===== src/rtl/enigma_pkg.sv =====
// Shared plugboard types: letter code, alphabet size, pair limit, error codes, controller states.
// Latency: n/a (definitions only).
// Backpressure: n/a.
package enigma_pkg;

  typedef logic [4:0] letter_t;

  localparam int      NUM_LETTERS   = 26;
  localparam letter_t LAST_LETTER   = 5'd25;
  localparam int      MAX_PAIRS_DEF = 13;

  localparam logic [1:0] ERR_BAD_LETTER = 2'd0;
  localparam logic [1:0] ERR_SELF_PAIR  = 2'd1;
  localparam logic [1:0] ERR_PLUGGED    = 2'd2;
  localparam logic [1:0] ERR_FULL       = 2'd3;

  typedef enum logic [1:0] {
    IDLE  = 2'd0,
    CHECK = 2'd1,
    CLEAR = 2'd2
  } state_t;

  function automatic logic is_letter(input letter_t l);
    return l <= LAST_LETTER;
  endfunction

endpackage


===== src/rtl/plugboard_pair_checker.sv =====
// Validates a candidate swap pair against the current map and pair count.
// Latency: purely combinational.
// Backpressure: none; the caller decides when err/err_code are consumed.
// Ports: pair_a/pair_b candidate letters, map_a/map_b current map entries for
// those letters (letter itself when out of range), pair_count committed pairs,
// err high when the pair must be rejected, err_code the highest-priority reason.
module plugboard_pair_checker
  import enigma_pkg::*;
#(
  parameter int MAX_PAIRS = MAX_PAIRS_DEF
) (
  input  letter_t    pair_a,
  input  letter_t    pair_b,
  input  letter_t    map_a,
  input  letter_t    map_b,
  input  logic [3:0] pair_count,
  output logic       err,
  output logic [1:0] err_code
);

  localparam logic [3:0] MAX_CNT = 4'(MAX_PAIRS);

  // Ordered so that the most fundamental problem wins when several apply.
  always_comb begin
    err      = 1'b1;
    err_code = ERR_BAD_LETTER;
    if (!is_letter(pair_a) || !is_letter(pair_b)) begin
      err_code = ERR_BAD_LETTER;
    end else if (pair_a == pair_b) begin
      err_code = ERR_SELF_PAIR;
    end else if ((map_a != pair_a) || (map_b != pair_b)) begin
      err_code = ERR_PLUGGED;
    end else if (pair_count == MAX_CNT) begin
      err_code = ERR_FULL;
    end else begin
      err = 1'b0;
    end
  end

endmodule


===== src/rtl/plugboard_config_ctrl.sv =====
// Plugboard map controller: swap-pair writes, letter lookups and a walking clear.
// Latency: lookup result 1 cycle after accept; pair ack/err 2 cycles after accept; clear 26 cycles.
// Backpressure: lk_ready only in IDLE; pair_ready in IDLE when no lookup competes; none while busy.
// Ports: clk/rst (async high), clr_req restore identity, pair_valid/pair_a/pair_b
// with pair_ready, pair_ack, pair_err, err_code; lk_valid/lk_in with lk_ready,
// out_valid, out_letter; pair_count committed pairs; busy high in CHECK/CLEAR.
module plugboard_config_ctrl
  import enigma_pkg::*;
#(
  parameter int MAX_PAIRS = MAX_PAIRS_DEF
) (
  input  logic       clk,
  input  logic       rst,
  input  logic       clr_req,
  input  logic       pair_valid,
  input  letter_t    pair_a,
  input  letter_t    pair_b,
  output logic       pair_ready,
  output logic       pair_ack,
  output logic       pair_err,
  output logic [1:0] err_code,
  input  logic       lk_valid,
  input  letter_t    lk_in,
  output logic       lk_ready,
  output logic       out_valid,
  output letter_t    out_letter,
  output logic [3:0] pair_count,
  output logic       busy
);

  state_t  state, state_nxt;
  letter_t map_q [NUM_LETTERS];
  letter_t pa_q, pb_q;
  letter_t clr_idx;
  letter_t map_a, map_b;
  logic    chk_err;
  logic [1:0] chk_code;
  logic    lk_acc, pair_acc, commit, reject;

  always_ff @(posedge clk or posedge rst) begin
    if (rst) state <= IDLE;
    else     state <= state_nxt;
  end

  always_comb begin
    state_nxt  = state;
    pair_ready = 1'b0;
    lk_ready   = 1'b0;
    case (state)
      IDLE: begin
        lk_ready   = 1'b1;
        // A same-cycle lookup wins; the pair waits one cycle.
        pair_ready = !lk_valid;
        if (pair_valid && !lk_valid) state_nxt = CHECK;
      end
      CHECK:   state_nxt = IDLE;
      CLEAR:   if (clr_idx == LAST_LETTER) state_nxt = IDLE;
      default: state_nxt = IDLE;
    endcase
    // Clear overrides everything, including restarting a walk already in progress.
    if (clr_req) state_nxt = CLEAR;
  end

  assign busy     = (state != IDLE);
  assign lk_acc   = lk_valid && lk_ready;
  assign pair_acc = pair_valid && pair_ready;
  assign commit   = (state == CHECK) && !clr_req && !chk_err;
  assign reject   = (state == CHECK) && !clr_req && chk_err;

  // Out-of-range letters never index the map; they read back as themselves.
  assign map_a = is_letter(pa_q) ? map_q[pa_q] : pa_q;
  assign map_b = is_letter(pb_q) ? map_q[pb_q] : pb_q;

  plugboard_pair_checker #(.MAX_PAIRS(MAX_PAIRS)) u_checker (
    .pair_a     (pa_q),
    .pair_b     (pb_q),
    .map_a      (map_a),
    .map_b      (map_b),
    .pair_count (pair_count),
    .err        (chk_err),
    .err_code   (chk_code)
  );

  always_ff @(posedge clk or posedge rst) begin
    if (rst) begin
      for (int i = 0; i < NUM_LETTERS; i++) map_q[i] <= letter_t'(i);
    end else if (state == CLEAR) begin
      map_q[clr_idx] <= clr_idx;
    end else if (commit) begin
      map_q[pa_q] <= pb_q;
      map_q[pb_q] <= pa_q;
    end
  end

  always_ff @(posedge clk or posedge rst) begin
    if (rst) begin
      pa_q       <= '0;
      pb_q       <= '0;
      clr_idx    <= '0;
      pair_count <= '0;
      pair_ack   <= 1'b0;
      pair_err   <= 1'b0;
      err_code   <= '0;
      out_valid  <= 1'b0;
      out_letter <= '0;
    end else begin
      pair_ack  <= commit;
      pair_err  <= reject;
      out_valid <= lk_acc;
      if (reject) err_code <= chk_code;
      if (pair_acc) begin
        pa_q <= pair_a;
        pb_q <= pair_b;
      end
      // Lookups accepted alongside a clear request still see the old map.
      if (lk_acc) out_letter <= is_letter(lk_in) ? map_q[lk_in] : lk_in;
      if (clr_req) begin
        clr_idx    <= '0;
        pair_count <= '0;
      end else begin
        if (state == CLEAR) clr_idx <= clr_idx + 5'd1;
        if (commit) pair_count <= pair_count + 4'd1;
      end
    end
  end

endmodule

===== config.mk =====
export PLATFORM = sky130hd
export DESIGN_NAME = plugboard_config_ctrl
export DESIGN_NICKNAME = d
export VERILOG_FILES = /design/src/rtl/enigma_pkg.sv /design/src/rtl/plugboard_pair_checker.sv /design/src/rtl/plugboard_config_ctrl.sv
export SDC_FILE = /design/constraint.sdc
export NUM_CORES = 1
export LEC_CHECK = 0
export BUFFER_PORTS_ARGS = -buffer_cell sky130_fd_sc_hd__buf_2
export CAP_MARGIN = 25
export CELL_PAD_IN_SITES_DETAIL_PLACEMENT = 0
export CELL_PAD_IN_SITES_GLOBAL_PLACEMENT = 1
export CORE_MARGIN = 2
export CORE_UTILIZATION = 54
export DETAILED_ROUTE_END_ITERATION = 8
export PLACE_DENSITY_LB_ADDON = 0.1
export SKIP_LAST_GASP = 1
export SLEW_MARGIN = 20
export SYNTH_ARGS = -nofsm -noshare
export SYNTH_HDL_FRONTEND = slang
export SYNTH_SLANG_ARGS = --single-unit

===== constraint.sdc =====
create_clock -name clk -period 8.82 [get_ports clk]
set_input_delay 1.764 -clock clk [delete_from_list [all_inputs] [get_ports clk]]
set_output_delay 1.764 -clock clk [all_outputs]
set_load 0.01 [all_outputs]

==> results of run 1 <==
==> kinds of logic after synthesis <==
family | Yosys count | synth area share
fa+ha+maj | 6 | 0.00606
mux | 206 | 0.244
xor+xnor | 13 | 0.00919
simple gates | 377 | 0.144
compound gates | 379 | 0.218
buf+inv | 146 | 0.0482
flops | 161 | 0.331
==> registers in the layout, summed over array words and instances, names as in the netlist <==
name	count
clr_idx	5
out_valid	1
pair_count	4
out_letter	5
pair_ack	1
state	2
err_code	2
pb_q	5
map_q	130
pair_err	1
pa_q	5
==> cell type report <==
class | instances | area, sq um
repair buffers | 54 | 315
diodes | 1 | 2.50
multi-input cells | 981 | 7710
inverters | 34 | 133
clock inverters | 13 | 116
clock buffers | 19 | 443
fillers | 1989 | 9380
flip-flops and latches | 161 | 4110
well taps | 285 | 357
==> power by group <==
| part | total (W) | internal [W] | switching, W |
|---|---|---|---|
| sequential | 0.000822 | 0.000768 | 0.0000535 |
| clock | 0.000744 | 0.000379 | 0.000365 |
| combinational | 0.000326 | 0.000107 | 0.000219 |
| total | 0.00189 | 0.00125 | 0.000637 |
==> path summary, 6_finish.rpt <==
check	from	endpoint	slack (ns)	depth (start not counted)
max	pa_q[0]	map_q[71]	4.06	10
max in group asynchronous	rst	map_q[69]	5.93	3
min	map_q[22]	map_q[22]	0.50	2
min in group asynchronous	rst	map_q[112]	1.46	2
max reg2reg	pa_q[0]	map_q[71]	4.06	10
min reg2reg	map_q[22]	map_q[22]	0.50	2
==> cell usage after synthesis (all sizes together) (6+ instances only) <==
cell and count:
nor2 109, nand2 107, dfrtp 104, mux2 80, clkbuf 75, mux4 69, o21ai 62, a21oi 61
a22oi 59, dfstp 57, mux2i 57, nand3 47, o22ai 43, a22o 38, buf 37, inv 32
o2bb2ai 23, nor3 19, and2 18, nand2b 16, nor2b 16, o221ai 14, a32oi 10, o211ai 10
a221o 8, a2bb2oi 8, a32o 7, and3 7, or3 7, xnor2 7, a221oi 6, a31oi 6
ha 6, nand4 6, o32ai 6, xor2 6
==> worst max-delay path, stage by stage (launching register included) <==
cell and delay, ns:
dfrtp_4 0.86, buf_4 0.61, or2_2 0.37, nor3_1 0.19
a221o_1 0.43, o31ai_1 0.25, nand4_1 0.19, nor2_1 0.21
or4b_4 0.76, a21boi_1 0.37, mux2_2 0.38
==> stage by stage <==
step	utilization	setup WS [ns]
finish	0.584	4.06
global route	0.584	3.87
CTS	0.584	4.13
detailed placement	0.560	4.16
global placement	0.560	4.20
floorplan	-	2.80
==> metal layers <==
layer  part of all wire  global-route usage  up-vias
li1                   -                   -     4868
met1               0.37               0.568     5752
met2               0.42               0.615     1050
met3               0.15               0.146      236
met4              0.061               0.206        0
met5                  0                   0        -
==> impl_metrics.ini, run 1 <==
[global_route]
antenna_found_initial = 0
grt_overflow_total = 0
grt_use_total = 0.424
grt_max_degree = 92
grt_pass1_wl_microns = 74900
grt_pass1_vias = 11300

[clocking]
cts_tree = built
htreeDepth = 4
clk_pin_slew_ns = 0.07
cts-root-buf = clkbuf_16
clockBufferDepth = 2
postCtsHoldBufs = 0
post_cts_buffers = 0
cts_buffers = 17
clock-sinks = 161
cts_resized = 0
clock_latency_ns = 0.46

[placed_design]
placed_area_sq_um = 12600
gp_congestion = 1.05
io_buffers = 36
hpwlAfterDp_microns = 34300
placed_cells = 1515

[routing]
routed_wl_microns = 50700
wl_per_cell_microns = 32.7
dr.first_iter.drc_count = 2000
drc = 0
num_vias = 11900
drt_first_pass_iters = 7
avgViaCountPerCell = 7.69
drt.antenna.violating_nets = 0

[logic_synthesis]
synth_area_per_cell_sq_um = 9.62
synth.top_cell.area_share = 0.210
synthTopCellsByArea = dfrtp_1 (21%), mux4_2 (13%), dfstp_2 (12%)
synth-async-reset-ratio = 1.00
yosys_most_used_dff = dfrtp_1
ys_seq_area_frac = 0.331
netlist_instances = 1288
synth-seq-cells = 161
synth-edff-count = 0
netlist_area_sq_um = 12400
yosysTopAreaCell = dfrtp_1
synth_nets = 1314
yosysWarnings = 0
ys_types = 70

[sta]
finalSetupViolations = 0
whs_ns = 0.503
tns_ns = 0
min_period_ns = 4.76
rsz0062_at_grt = false
final_max_slew_viol_count = 0
slew_headroom = 0.328
finalCritPeriodShare = 0.539
hold_viol_final = 0
fmax_ghz = 0.210
worstMarginPinSlew_ns = 1.01
skew_ns = 0.0153

[pwr]
total_power_w = 0.00189
leakagePower_nw = 5.09
ir_drop_mv = 0.0801
power.density_nw_per_um2 = 143

[final_layout]
layout_common_cells = nor2_1 (109), nand2_1 (107), dfrtp_1 (96), mux2_2 (78), mux4_2 (69)
area_delta_synth_final_pct = 6.46
final_cells = 1548
layout.nets = 1275
final_common_cell = nor2_1
postLayoutCellArea_sq_um = 13200
drive_gt1_frac = 0.246

[hold_path]
hold_class = reg -> reg

[setup_path]
critPathKind = reg -> reg
end_kind = flop
crit_required_ns = 9.20
crit_fanout = 41
worst-endpoint-arrival_ns = 5.13
startpoint_type = flop

[die]
rows = 55
die_x_microns = 155
start_util = 0.549
io_pins = 37
die_h_microns = 155
core_sq_um = 22600
dieArea_sq_um = 24200

[outcome]
status = complete, no violations

[flow_run]
cap_violations = 0
No activity file was read; power rests on OpenSTA's default activity.
==> inputs of run 2 (changes only) <==
- CORE_UTILIZATION: 54 -> 50
- clock period: 8.82 -> 4.65 ns (I/O delays scaled with it)
==> run 2 against run 1 <==
Compared with the run above:
- design area grew 3.6%
- final cell count grew 5.3%
- total power grew 96%
- setup slack lost 3.6 ns
- first-iteration DRC count grew 2.3%
- global-route usage shrank 1.6 points
- routed wire length grew 4.2%
- critical endpoint is now map_q[91]
- clock power grew 100%
- combinational power grew 100%
- non-clock buffer count grew 42
- clock-buffer cell count grew 1
==> impl_metrics.ini, run 2 (synthesized netlist as in run 1, its figures left out) <==
[outcome]
status = complete, no violations

[pwr]
power.density_nw_per_um2 = 272
switching_power_w = 0.00121
pwr-share-clk = 0.401
seq_power_share = 0.423
ir_drop_mv = 0.205
leakagePower_nw = 5.32
power_switching_share = 0.325
p_int_w = 0.00251
p_comb_frac = 0.176

[sta]
slew_headroom = 0.284
whs_ns = 0.501
final_max_slew_viol_count = 0
skew_ns = 0.0129
hold_viol_final = 0
rsz0062_at_grt = false
fmax_ghz = 0.238
finalSetupViolations = 0
min_period_ns = 4.21
finalCritPeriodShare = 0.905
tns_ns = 0
worstMarginPinSlew_ns = 1.07

[setup_path]
crit_fanout = 25
rrSetupSlack_ns = 0.44
end_kind = flop
worst-endpoint-arrival_ns = 4.58
critPathKind = reg -> reg
startpoint_type = flop
crit_required_ns = 5.02

[final_layout]
postLayoutCellArea_sq_um = 13700
layout_common_cells = nor2_1 (109), nand2_1 (107), dfrtp_1 (96), mux2_2 (78), mux4_2 (69)
layout.nets = 1317
drive_gt1_frac = 0.270
fin_util = 0.562
largest_reg_flops = 130
multiInputGateArea_sq_um = 7710
regMostFlops = map_q
final_common_cell = nor2_1
fill_cells = 2215
regArea_sq_um = 4110
area_delta_synth_final_pct = 10.3
final_cells = 1630

[clocking]
clockBufferDepth = 2
postCtsHoldBufs = 0
clock_latency_ns = 0.45
clock-sinks = 161
cts-root-buf = clkbuf_16
cts_buffers = 17
htreeDepth = 4
cts_resized = 0
clk_pin_slew_ns = 0.08
cts_tree = built
post_cts_buffers = 0

[routing]
dr.first_iter.drc_count = 2045
avgViaCountPerCell = 7.47
wl_per_cell_microns = 32.4
num_vias = 12200
drt_first_pass_iters = 6
drt.antenna.violating_nets = 0
routed_wl_microns = 52800
drc = 0

[die]
dieArea_sq_um = 26100
io_pins = 37
die_x_microns = 161
core_sq_um = 24300
die_h_microns = 161
rows = 57
start_util = 0.509

[placed_design]
placed_cells = 1596
gp_congestion = 1.03
io_buffers = 36
placed_area_sq_um = 13100
hpwlAfterDp_microns = 37700

[global_route]
grt_use_total = 0.408
grt_overflow_total = 0
grt_max_degree = 162
grt_pass1_wl_microns = 77700
antenna_found_initial = 2
grt_pass1_vias = 11500

[hold_path]
hold_class = reg -> reg

[flow_run]
cap_violations = 0
run 2: cell types whose count changed in the layout (fill, tap and decap cells not counted), sizes merged:
cell / before / now
diode: 1 / 2
buf: 54 / 96
clkinvlp: 2 / 4
inv: 40 / 35
clkbuf: 19 / 20
bufinv: 0 / 2
run 2: layer usage:
metal,up-vias,routed length (microns),track usage
li1,4960,-,-
met1,5965,20400,0.558
met2,1045,22200,0.591
met3,204,7650,0.139
met4,2,2550,0.171
met5,-,11,0
run 2: power by group through the flow:
| stage | sequential [W] | clock [W] | combinational, W |
|---|---|---|---|
| after CTS | 0.00156 | 0.00149 | 0.000626 |
| after detailed placement | 0.00159 | 0 | 0.000624 |
| final | 0.00157 | 0.00149 | 0.000653 |
| after global placement | 0.00159 | 0 | 0.000622 |
| after global routing | 0.00157 | 0.00154 | 0.000679 |
| after floorplan | 0.00151 | 0 | 0.000430 |
run 2: cell type report:
class | count | share of cell area
Antenna cell | 2 | 0.000366
Multi-Input combinational cell | 981 | 0.564
Clock inverter | 12 | 0.0109
Timing Repair Buffer | 96 | 0.0516
Clock buffer | 20 | 0.0327
Inverter | 34 | 0.00961
Tap cell | 324 | 0.0297
Sequential cell | 161 | 0.301
run 2: final timing paths:
| path | startpoint | end | cells past startpoint |
|---|---|---|---|
| worst max-delay path | pb_q[0] | map_q[91] | 10 |
| worst min-delay path | map_q[39] | map_q[39] | 2 |
| worst max register to register | pb_q[0] | map_q[91] | 10 |
| worst min register to register | map_q[39] | map_q[39] | 2 |
| max in group asynchronous | rst | pa_q[0] | 3 |
| min in group asynchronous | rst | map_q[127] | 3 |
run 2: critical path, cell delays in order (launching register included):
cell      delay [ns]
dfrtp_2         0.72
buf_12          0.28
mux4_2          0.58
a22o_1          0.26
a31oi_1         0.26
a31o_2          0.21
nand4_1         0.17
nor2_1          0.19
or4b_4          0.69
a21boi_1        0.35
mux2_2          0.39
run 2: through the flow:
stage	worst slack [ns]	power (W)
3_3_place_gp	0.634	0.00221
4_1_cts	0.526	0.00368
2_1_floorplan	1.22	0.00194
6_report	0.441	0.00372
5_1_grt	0.332	0.00379
3_5_place_dp	0.571	0.00221
==> inputs of run 3 (changes only) <==
- CELL_PAD_IN_SITES_DETAIL_PLACEMENT: 0 -> 1
- CELL_PAD_IN_SITES_GLOBAL_PLACEMENT: 1 -> 2
- CORE_UTILIZATION: 50 -> 42
==> run 3 against run 2 <==
Compared with the run above:
- final cell count grew 3.3%
- sequential share of layout area fell by 0.087 points
- global-route usage is 2.8 points lower
- highest routed layer unchanged
- clock power grew 3%
- first-iteration DRC count shrank 27%
- critical path type unchanged
==> impl_metrics.ini, run 3 (synthesized netlist as in run 1, its figures left out) <==
[global_route]
grt_pass1_vias = 11900
grt_overflow_total = 0
grt_pass1_wl_microns = 84500
grt_use_total = 0.380
grt_max_degree = 162
antenna_found_initial = 1

[pwr]
power_switching_share = 0.321
pwr-share-clk = 0.406
ir_drop_mv = 0.274
switching_power_w = 0.00121
power.density_nw_per_um2 = 274
total_power_w = 0.00376
leakagePower_nw = 5.30
p_int_w = 0.00255
p_comb_frac = 0.175
seq_power_share = 0.419

[routing]
drc = 0
wl_per_cell_microns = 34.3
drt.antenna.violating_nets = 0
dr.first_iter.drc_count = 1484
avgViaCountPerCell = 7.20
routed_wl_microns = 57800
drt_first_pass_iters = 7
num_vias = 12100

[placed_design]
placed_cells = 1651
placed_area_sq_um = 13100
io_buffers = 36
gp_congestion = 0.961
hpwlAfterDp_microns = 41300

[die]
io_pins = 37
die_h_microns = 176
die_x_microns = 176
start_util = 0.429
rows = 62
core_sq_um = 28900
dieArea_sq_um = 30900

[clocking]
postCtsHoldBufs = 0
clockBufferDepth = 2
clk_pin_slew_ns = 0.07
clock-sinks = 161
cts_resized = 0
post_cts_buffers = 0
cts_tree = built
cts_buffers = 17
clock_latency_ns = 0.47
cts-root-buf = clkbuf_16
htreeDepth = 4

[hold_path]
hold_end = map_q[62]
hold_class = reg -> reg
worstHoldPathCells = 2
hp-start = map_q[62]

[sta]
final_max_slew_viol_count = 0
fmax_ghz = 0.236
hold_viol_final = 0
slew_headroom = 0.257
min_period_ns = 4.24
finalCritPeriodShare = 0.911
rsz0062_at_grt = false
skew_ns = 0.0137
worstMarginPinSlew_ns = 1.11
finalSetupViolations = 0
tns_ns = 0

[setup_path]
worst-endpoint-arrival_ns = 4.59
startpoint_type = flop
rrSetupSlack_ns = 0.41
end_kind = flop
timing.rr.start = pb_q[0]
crit_fanout = 29
crit_required_ns = 5.00
ff2ff_path_depth = 8
regToRegEndpoint = map_q[1]
critPathKind = reg -> reg

[outcome]
status = complete, no violations

[final_layout]
layout_common_cells = nor2_1 (109), nand2_1 (107), dfrtp_1 (95), mux2_2 (78), mux4_2 (69)
largest_reg_flops = 130
area_delta_synth_final_pct = 10.7
postLayoutCellArea_sq_um = 13700
drive_gt1_frac = 0.268
layout.nets = 1312
final_cells = 1684
fin_util = 0.475
final_common_cell = nor2_1
regMostFlops = map_q

[flow_run]
cap_violations = 0
==> run 3: cell count changes in the layout (fill, tap and decap cells not counted) <==
cell,delta
buf_4,-5
bufinv_16,+1
clkinv_2,+2
clkinv_4,-3
clkinvlp_4,+1
dfrtp_1,-1
dfrtp_2,+1
diode_2,-1
inv_6,+1
inv_8,-2
==> run 3: worst max-delay path, cell delays in order, from the launching register on <==
cell and delay (ns):
dfrtp_2 0.73, buf_12 0.31, mux4_2 0.53, mux2_2 0.28, a221o_1 0.29, o32a_1 0.40
or4b_4 0.84, a21boi_2 0.35, mux2_2 0.37
==> run 3: cell type report <==
cell class                      instances  area (sq um)
Timing Repair Buffer                   91           668
Tap cell                              384           480
Fill cell                            3246         15100
Sequential cell                       161          4110
Multi-Input combinational cell        981          7710
Clock inverter                         12           156
Inverter                               34           131
Clock buffer                           20           447
Antenna cell                            1          2.50
==> run 3: how the worst max path moves through the flow <==
stage,start,endpoint,slack [ns],cells past startpoint
final,pb_q[0],map_q[1],0.41,8
after global routing,pb_q[0],map_q[90],0.24,10
after floorplan,pb_q[4],map_q[5],1.22,10
after detailed placement,pb_q[0],map_q[1],0.49,8
after CTS,pb_q[0],map_q[1],0.47,10
after global placement,pb_q[0],map_q[1],0.57,8
==> run 3: metal layers <==
| layer | wire length, microns | vias to the layer above | GRT usage |
|---|---|---|---|
| met5 | 13 | - | 0 |
| met4 | 2700 | 2 | 0.175 |
| met3 | 6110 | 155 | 0.0959 |
| met2 | 24700 | 793 | 0.560 |
| met1 | 24200 | 6223 | 0.525 |
| li1 | - | 4946 | - |
==> run 3: power by group through the flow <==
stage	clock network [W]	registers [W]	logic [W]
4_1_cts	0.00154	0.00157	0.000637
3_5_place_dp	0	0.00159	0.000635
6_report	0.00153	0.00157	0.000658
2_1_floorplan	0	0.00151	0.000430
5_1_grt	0.00159	0.00157	0.000686
3_3_place_gp	0	0.00159	0.000632
==> run 3: metrics by stage <==
step | hold WS [ns] | worst slack, ns
finish | 0.507 | 0.415
global route | 0.526 | 0.241
CTS | 0.504 | 0.472
detailed placement | 0.494 | 0.492
global placement | 0.492 | 0.574
floorplan | 0.448 | 1.22
